File: src/rtl/div_vl.sv
// div_vl: variable-latency signed divider, 2*WIDTH-bit dividend by WIDTH-bit divisor.
// Radix-2 restoring division that skips the leading zeros of |dividend|.
// Uses a level start / valid handshake; results hold until start falls.
module div_vl #(
  parameter int unsigned WIDTH = 32
) (
  input  logic                 clock,
  input  logic                 reset,
  input  logic [2*WIDTH-1:0]   dvdnd,
  input  logic [WIDTH-1:0]     dvsor,
  output logic [2*WIDTH-1:0]   quot,
  output logic [WIDTH-1:0]     remd,
  input  logic                 start,
  output logic                 valid,
  output logic                 dbz
);

  localparam int unsigned DW = 2 * WIDTH;
  localparam int unsigned CW = $clog2(DW + 1);

  localparam logic [2:0] IDLE = 3'd0;
  localparam logic [2:0] ABS  = 3'd1;
  localparam logic [2:0] DIV  = 3'd2;
  localparam logic [2:0] FIX  = 3'd3;
  localparam logic [2:0] DONE = 3'd4;

  logic [2:0]       state_q, state_d;
  logic [DW-1:0]    dvdnd_q, dvdnd_d;
  logic [WIDTH-1:0] dvsor_q, dvsor_d;
  logic             sd_q, sd_d;      // dividend sign
  logic             sv_q, sv_d;      // divisor sign
  logic [DW-1:0]    sreg_q, sreg_d;  // dividend bits out the top, quotient bits in the bottom
  logic [WIDTH-1:0] prem_q, prem_d;  // partial remainder
  logic [WIDTH-1:0] dmag_q, dmag_d;  // |divisor|
  logic [CW-1:0]    cnt_q, cnt_d;
  logic [DW-1:0]    quot_q, quot_d;
  logic [WIDTH-1:0] remd_q, remd_d;
  logic             valid_q, valid_d;
  logic             dbz_q, dbz_d;

  logic [DW-1:0]    abs_dvdnd;
  logic [WIDTH-1:0] abs_dvsor;
  logic [CW-1:0]    nbits;
  logic [CW-1:0]    shamt;
  logic [DW-1:0]    aligned;
  logic [WIDTH:0]   pr;
  logic             ge;

  // Operand magnitudes, bit length of |dividend| and its left-aligned form.
  always_comb begin
    abs_dvdnd = sd_q ? -dvdnd_q : dvdnd_q;
    abs_dvsor = sv_q ? -dvsor_q : dvsor_q;
    nbits     = '0;
    for (int i = 0; i < DW; i++) begin
      if (abs_dvdnd[i]) nbits = CW'(i + 1);
    end
    shamt   = CW'(DW) - nbits;
    aligned = abs_dvdnd << shamt;
  end

  // One restoring step: trial-subtract |divisor| from {prem, next dividend bit}.
  always_comb begin
    pr = {prem_q, sreg_q[DW-1]};
    ge = (pr >= {1'b0, dmag_q});
  end

  // Next-state logic; start low in any busy state abandons the operation.
  always_comb begin
    state_d = state_q;
    dvdnd_d = dvdnd_q;
    dvsor_d = dvsor_q;
    sd_d    = sd_q;
    sv_d    = sv_q;
    sreg_d  = sreg_q;
    prem_d  = prem_q;
    dmag_d  = dmag_q;
    cnt_d   = cnt_q;
    quot_d  = quot_q;
    remd_d  = remd_q;
    valid_d = valid_q;
    dbz_d   = dbz_q;
    case (state_q)
      IDLE: begin
        if (start) begin
          dvdnd_d = dvdnd;
          dvsor_d = dvsor;
          sd_d    = dvdnd[DW-1];
          sv_d    = dvsor[WIDTH-1];
          state_d = ABS;
        end
      end
      ABS: begin
        if (!start) begin
          state_d = IDLE;
        end else if (dvsor_q == '0) begin
          quot_d  = '1;
          remd_d  = dvdnd_q[WIDTH-1:0];
          dbz_d   = 1'b1;
          valid_d = 1'b1;
          state_d = DONE;
        end else begin
          dmag_d  = abs_dvsor;
          prem_d  = '0;
          sreg_d  = aligned;
          cnt_d   = nbits;
          state_d = (nbits == '0) ? FIX : DIV;
        end
      end
      DIV: begin
        if (!start) begin
          state_d = IDLE;
        end else begin
          // True remainder is below |divisor|, so the low WIDTH bits are exact.
          prem_d = ge ? (pr[WIDTH-1:0] - dmag_q) : pr[WIDTH-1:0];
          sreg_d = {sreg_q[DW-2:0], ge};
          cnt_d  = cnt_q - CW'(1);
          if (cnt_q == CW'(1)) state_d = FIX;
        end
      end
      FIX: begin
        if (!start) begin
          state_d = IDLE;
        end else begin
          quot_d  = (sd_q ^ sv_q) ? -sreg_q : sreg_q;
          remd_d  = sd_q ? -prem_q : prem_q;
          dbz_d   = 1'b0;
          valid_d = 1'b1;
          state_d = DONE;
        end
      end
      DONE: begin
        if (!start) begin
          valid_d = 1'b0;
          dbz_d   = 1'b0;
          state_d = IDLE;
        end
      end
      default: state_d = IDLE;
    endcase
  end

  // State registers with asynchronous active-low clear.
  always_ff @(posedge clock or negedge reset) begin
    if (!reset) begin
      state_q <= IDLE;
      dvdnd_q <= '0;
      dvsor_q <= '0;
      sd_q    <= 1'b0;
      sv_q    <= 1'b0;
      sreg_q  <= '0;
      prem_q  <= '0;
      dmag_q  <= '0;
      cnt_q   <= '0;
      quot_q  <= '0;
      remd_q  <= '0;
      valid_q <= 1'b0;
      dbz_q   <= 1'b0;
    end else begin
      state_q <= state_d;
      dvdnd_q <= dvdnd_d;
      dvsor_q <= dvsor_d;
      sd_q    <= sd_d;
      sv_q    <= sv_d;
      sreg_q  <= sreg_d;
      prem_q  <= prem_d;
      dmag_q  <= dmag_d;
      cnt_q   <= cnt_d;
      quot_q  <= quot_d;
      remd_q  <= remd_d;
      valid_q <= valid_d;
      dbz_q   <= dbz_d;
    end
  end

  assign quot  = quot_q;
  assign remd  = remd_q;
  assign valid = valid_q;
  assign dbz   = dbz_q;

endmodule

File: config.mk
export PLATFORM = sky130hd
export DESIGN_NAME = div_vl
export DESIGN_NICKNAME = d
export VERILOG_FILES = /design/src/rtl/div_vl.sv
export SDC_FILE = /design/constraint.sdc
export NUM_CORES = 1
export LEC_CHECK = 0
export BUFFER_PORTS_ARGS = -buffer_cell sky130_fd_sc_hd__buf_2
export CAP_MARGIN = 20
export CORE_MARGIN = 8
export CORE_UTILIZATION = 60
export CTS_CLUSTER_SIZE = 30
export DETAILED_ROUTE_END_ITERATION = 10
export PLACE_DENSITY_LB_ADDON = 0.1
export REMOVE_ABC_BUFFERS = 1
export SYNTH_ARGS = -nofsm -noshare
export SYNTH_HDL_FRONTEND = slang
export SYNTH_SLANG_ARGS = --single-unit
File: constraint.sdc
create_clock -name clock -period 13.05 [get_ports clock]
set_input_delay 1.305 -clock clock [delete_from_list [all_inputs] [get_ports clock]]
set_output_delay 1.305 -clock clock [all_outputs]
set_load 0.01 [all_outputs]
==> results of run 1 <==
[layout make-up]
type	instances	area [um2]
clock buffers	54	1090
clock inverters	12	139
fillers	3540	14000
inverters	79	297
multi-input cells	2331	16200
flip-flops and latches	332	8310
well taps	539	674
repair buffers	231	1310
[worst max-delay path, delay by kind of cell (launching register included)]
family | cells | cell delay [ns]
and+or+nand+nor | 6 | 2.47
buffers and inverters | 4 | 2.00
muxes | 3 | 1.47
AOI/OAI and AO/OA | 5 | 1.04
adders and majority gates | 2 | 0.77
DFF | 1 | 0.48
xor gates and xnor gates | 1 | 0.38
[state kept, by name (all words and copies together) (netlist names)]
name,cells
valid,1
dvsor_q,32
state_q,3
cnt_q,7
dmag_q,32
dbz,1
sd_q,1
dvdnd_q,63
remd,32
prem_q,32
sreg_q,64
quot,64
[power by group through the flow]
| stage | combinational (mW) | sequential [mW] | clock, mW |
|---|---|---|---|
| global route | 6.47 | 2.04 | 1.13 |
| finish | 6.07 | 1.99 | 1.08 |
| detailed placement | 5.90 | 1.99 | 0 |
| global placement | 5.83 | 1.96 | 0 |
| floorplan | 4.10 | 1.91 | 0 |
| CTS | 5.94 | 1.97 | 1.09 |
[per-stage QoR]
| step | total power, mW | setup slack (ns) | area, um2 | hold WS, ns | std cells |
|---|---|---|---|---|---|
| detailed placement | 7.89 | 4.57 | 26700 | 0.470 | 3509 |
| CTS | 9.01 | 4.52 | 27900 | 0.488 | 3575 |
| global placement | 7.79 | 4.87 | 26700 | 0.463 | 3509 |
| floorplan | 6.01 | 1.54 | 24700 | 0.450 | 2742 |
| global route | 9.64 | 3.72 | 28000 | 0.514 | 3578 |
| finish | 9.14 | 4.28 | 28000 | 0.483 | 3578 |
[cells in the final DEF, fill, tap and decap left out, drive strengths merged, types with 13 or more instances in the layout]
cell type / instances
nand3: 72
a21o: 13
or2: 18
or3: 44
a211oi: 25
xnor2: 109
a31oi: 30
ha: 39
o41ai: 24
and3: 28
inv: 79
a21oi: 251
dfrtp: 332
o22ai: 34
o21ai: 203
nand2b: 20
o31ai: 46
o21a: 13
or4: 29
nor2b: 13
buf: 231
o221ai: 15
mux4: 65
nor3: 82
xor2: 115
nor4: 34
nand4: 28
mux2: 105
nand2: 306
clkbuf: 54
nor2: 296
mux2i: 104
[worst min path at each step]
stage	end	startpoint	slack (ns)	cells past startpoint
2_1_floorplan	dmag_q[14]	dmag_q[14]	0.45	2
3_3_place_gp	remd[30]	remd[30]	0.46	2
3_5_place_dp	remd[18]	remd[18]	0.47	2
4_1_cts	remd[18]	remd[18]	0.49	2
5_1_grt	remd[18]	remd[18]	0.51	2
6_report	remd[25]	remd[25]	0.48	2
[kinds of logic after synthesis]
| group | Yosys count | synth area share |
|---|---|---|
| multiplexers | 274 | 0.144 |
| buffers and inverters | 300 | 0.0481 |
| AO/OA/AOI/OAI | 781 | 0.196 |
| XOR/XNOR | 224 | 0.0792 |
| flip-flops | 332 | 0.324 |
| AND/OR/NAND/NOR | 1012 | 0.189 |
| adder cells (fa/ha/maj) | 40 | 0.0198 |
[routing by layer]
| layer | GRT usage | part of all wire | vias up |
|---|---|---|---|
| li1 | - | - | 10900 |
| met1 | 0.437 | 0.41 | 11800 |
| met2 | 0.526 | 0.47 | 1234 |
| met3 | 0.0584 | 0.086 | 212 |
| met4 | 0.135 | 0.041 | 0 |
| met5 | 0 | 0 | - |
==> flow_summary.json, run 1 <==
{
  "outcome": "complete, no violations",
  "clock_latency_ns": 0.56,
  "yosys.area.top_type_share": 0.324,
  "post_cts_resized": 0,
  "synth_area_per_cell_um2": 8.65,
  "critPathSlowestCell": "or4_4",
  "path_max_fanout": 74,
  "numCtsBuffers": 38,
  "relSlewSlack": 0.198,
  "htreeDepth": 2,
  "cts_tree": "built",
  "grt_use_total": 0.328,
  "synth_most_common_cell": "dfrtp_1",
  "wl_per_cell_um": 23.5,
  "hold_class": "register to register",
  "crit_type": "register to register",
  "port_buffers": 196,
  "root_buffer": "clkbuf_16",
  "finalCritPeriodShare": 0.672,
  "min_period_ns": 8.77,
  "setup_violations": 0,
  "antenna_found_initial": 0,
  "yosysWarningCount": 0,
  "start_util": 0.609,
  "finalHoldViolations": 0,
  "synthesis.area_mm2": 0.0256,
  "grt_pass1_wl_um": 133000,
  "crit_chain": "inv_1 > ha_1 > nor4b_4 > nand4_1 > or4_4 > o41ai_2 > xnor2_1 > nor2_1 > nor2_1 > nand3_1 > o31ai_4 > buf_4 > inv_2 > ha_2 > buf_4 > mux4_2 > mux2i_1 > mux2i_1 > o22ai_1 > o21ai_0 > a31oi_1",
  "routed-via-count": 24100,
  "avgViaCountPerCell": 6.75,
  "sw_frac_of_total": 0.509,
  "critPathArrivalTime_ns": 9.24,
  "path_clk_slew_ns": 0.06,
  "num_rows": 75,
  "clockBufferDepth": 3,
  "r2r_end": "sreg_q[60]",
  "p_comb_frac": 0.664,
  "p_per_area_mw_per_mm2": 326,
  "firstDrtPassIters": 7,
  "p_leak_nw": 11.5,
  "endpoint": "sreg_q[60]",
  "async_flop_share": 1.00,
  "synth_cell_types": 107,
  "synth_top_area_cell": "dfrtp_1",
  "synth_cells": 2963,
  "crit_required_ns": 13.52,
  "synthFlopType": "dfrtp_1",
  "worst-r2r-cell-count": 21,
  "syn2layout_area_growth_pct": 9.32,
  "dp_hpwl_um": 61800,
  "cts_hold_buffers": 0,
  "setup_tns_ns": 0,
  "synth.area.top_cells": "dfrtp_1 32%, mux4_2 5.7%, a21oi_1 4.9%",
  "worstSetupStartpoint": "dvdnd_q[0]",
  "rsz0062_at_grt": "false",
  "nNetsFinal": 3152,
  "final.setup_skew_ns": 0.0259,
  "slew_viol_final": 0,
  "synth-edff-count": 0,
  "gp_congestion": 1.02,
  "ys_ff_latch": 332,
  "internal-power_mw": 4.48,
  "drt_iter0_drc": 3001,
  "timing.rr.start": "dvdnd_q[0]",
  "pwr-share-clk": 0.118,
  "ir_drop_mv": 0.317,
  "rrSetupSlack_ns": 4.28,
  "startpoint_type": "register",
  "num_io_pins": 197,
  "layout-drive-gt1-share": 0.177,
  "synthTopCellsByCount": "332 x dfrtp_1, 305 x nand2_1, 296 x nor2_1, 250 x a21oi_1, 194 x o21ai_0",
  "overflow": 0,
  "grt_max_degree": 157,
  "die_x_um": 223,
  "seq_area_frac_synth": 0.324,
  "diodes": 0,
  "core_area_mm2": 0.0420,
  "clock_sinks": 332,
  "max_stage_delay_ns": 0.77,
  "drv_cap": 0,
  "die_h_um": 223,
  "tightest_slew_ns": 1.19,
  "die-area_mm2": 0.0496,
  "drc": 0,
  "max_freq_mhz": 114,
  "final_util": 0.666,
  "routed_wl_um": 84000,
  "p_seq_frac": 0.218,
  "crit_path_end_kind": "register",
  "ant_nets": 0,
  "p_sw_mw": 4.66,
  "postCtsSetupBuffers": 0,
  "grt_pass1_vias": 23600
}
(Power assumes the default switching activity.)
==> inputs of run 2 (changes only) <==
- CORE_UTILIZATION: 60 -> 56
- clock period: 13.05 -> 7.1 ns (I/O delays scaled with it)
==> flow_summary.json, run 2 (synthesis gave the netlist of run 1 again) <==
{
  "outcome": "complete, no violations",
  "clock_latency_ns": 0.58,
  "regArea_mm2": 0.00831,
  "grt_pass1_vias": 23700,
  "die-area_mm2": 0.0529,
  "setup_tns_ns": 0,
  "max_freq_mhz": 145,
  "grt_pass1_wl_um": 135000,
  "max_stage_delay_ns": 0.78,
  "firstDrtPassIters": 6,
  "multi_input_area_mm2": 0.0162,
  "finalCritPeriodShare": 0.969,
  "finalHoldViolations": 0,
  "dp_worst_setup_slack_ns": -0.0321,
  "path_clk_slew_ns": 0.06,
  "dp_hpwl_um": 64500,
  "numCtsBuffers": 40,
  "crit_path_end_kind": "register",
  "crit_required_ns": 7.58,
  "overflow": 0,
  "wl_per_cell_um": 23.0,
  "gp_congestion": 1.00,
  "n_fill_cell": 3886,
  "drv_cap": 0,
  "p_leak_nw": 11.9,
  "drt_iter0_drc": 2574,
  "place_inst": 3639,
  "syn2layout_area_growth_pct": 12.5,
  "num_io_pins": 197,
  "clockBufferDepth": 3,
  "num_rows": 78,
  "startpoint_type": "register",
  "grt_max_degree": 137,
  "grt_use_total": 0.312,
  "crit_chain": "nor4_2 > nand2_1 > or4_4 > o41ai_2 > xnor2_1 > nor2_1 > nor2_1 > nand3_1 > o31ai_4 > inv_2 > ha_4 > buf_4 > mux4_2 > mux2_2 > mux2_2 > mux2i_1 > a221oi_1 > a21oi_1",
  "most-common-layout-cells": "331 x dfrtp_1, 304 x nand2_1, 294 x nor2_1",
  "antenna_found_initial": 0,
  "slew_viol_final": 0,
  "p_total_mw": 17.3,
  "htreeDepth": 2,
  "start_util": 0.566,
  "cts_tree": "built",
  "routed_wl_um": 85700,
  "hold_class": "input pin to asynchronous set/reset pin",
  "avgViaCountPerCell": 6.55,
  "min_period_ns": 6.88,
  "clock_sinks": 332,
  "setup_ws_ns": 0.218,
  "layout-drive-gt1-share": 0.198,
  "routed-via-count": 24400,
  "root_buffer": "clkbuf_16",
  "final_util": 0.636,
  "critPathArrivalTime_ns": 7.37,
  "cts_hold_buffers": 0,
  "die_h_um": 230,
  "die_x_um": 230,
  "fin_cells": 3720,
  "final.setup_skew_ns": 0.0237,
  "ant_nets": 0,
  "p_per_area_mw_per_mm2": 602,
  "diodes": 0,
  "layout_commonest_cell": "dfrtp_1",
  "setup_violations": 0,
  "core_area_mm2": 0.0453,
  "path_max_fanout": 30,
  "critPathSlowestCell": "or4_4",
  "port_buffers": 196,
  "rsz0062_at_grt": "false",
  "ir_drop_mv": 0.431,
  "rrSetupSlack_ns": 0.22,
  "tightest_slew_ns": 0.969,
  "drc": 0,
  "relSlewSlack": 0.354,
  "crit_type": "register to register",
  "nNetsFinal": 3231
}
## run 2: cell types whose count changed in the layout (fill, tap and decap cells not counted), moves of 3 or more
cell | before | now
buf_12 | 3 | 7
clkinvlp_4 | 0 | 3
buf_4 | 31 | 104
clkinv_2 | 8 | 4
## run 2: repair_timing
item,in CTS,in global routing
gates resized for setup,1,2
endpoints found under the setup margin,5,37
buffers inserted,0,9
pin swaps,0,2
cloned,0,0
## run 2: report_power, final
| part | switching, mW | internal (mW) |
|---|---|---|
| sequential | 0.943 | 2.63 |
| combinational | 6.88 | 4.76 |
| clock | 0.867 | 1.25 |
| total | 8.69 | 8.65 |
## run 2: per-stage QoR
| stage | instance area (um2) | hold WS [ns] |
|---|---|---|
| 2_1_floorplan | 24700 | 0.414 |
| 3_3_place_gp | 27300 | 0.462 |
| 3_5_place_dp | 27300 | 0.470 |
| 4_1_cts | 28700 | 0.0749 |
| 5_1_grt | 28800 | 0.0989 |
| 6_report | 28800 | 0.0737 |
## run 2: cell type report
cell class              instances  area share
multi-input cells            2331       0.562
well taps                     600      0.0261
repair buffers                308      0.0667
clock inverters                15     0.00751
inverters                      79      0.0103
flip-flops and latches        332       0.288
clock buffers                  55      0.0388
## run 2: final timing paths
| check | depth (start not counted) | startpoint | to |
|---|---|---|---|
| setup / recovery | 18 | dvdnd_q[26] | sreg_q[62] |
| hold / removal | 1 | reset | sreg_q[51] |
| setup reg to reg | 18 | dvdnd_q[26] | sreg_q[62] |
| hold reg to reg | 2 | remd[31] | remd[31] |
| max in group asynchronous | 2 | reset | sd_q |
| min in group clock | 3 | dvsor[0] | dvsor_q[0] |
## run 2: worst max-delay path: cells and delay by family (launching register included)
kind | cells | cell delay (ns)
flip-flops | 1 | 0.58
XOR/XNOR | 1 | 0.38
multiplexers | 4 | 1.36
AO/OA/AOI/OAI | 4 | 1.00
AND/OR/NAND/NOR | 6 | 2.61
adder cells (fa/ha/maj) | 1 | 0.52
buffers and inverters | 2 | 0.32
## run 2: per-layer routing
layer	wire (um)	up-vias	global-route usage
met3	6950	198	0.0558
li1	-	11100	-
met1	35600	12000	0.419
met5	0	-	0
met2	40100	1112	0.504
met4	3000	0	0.109
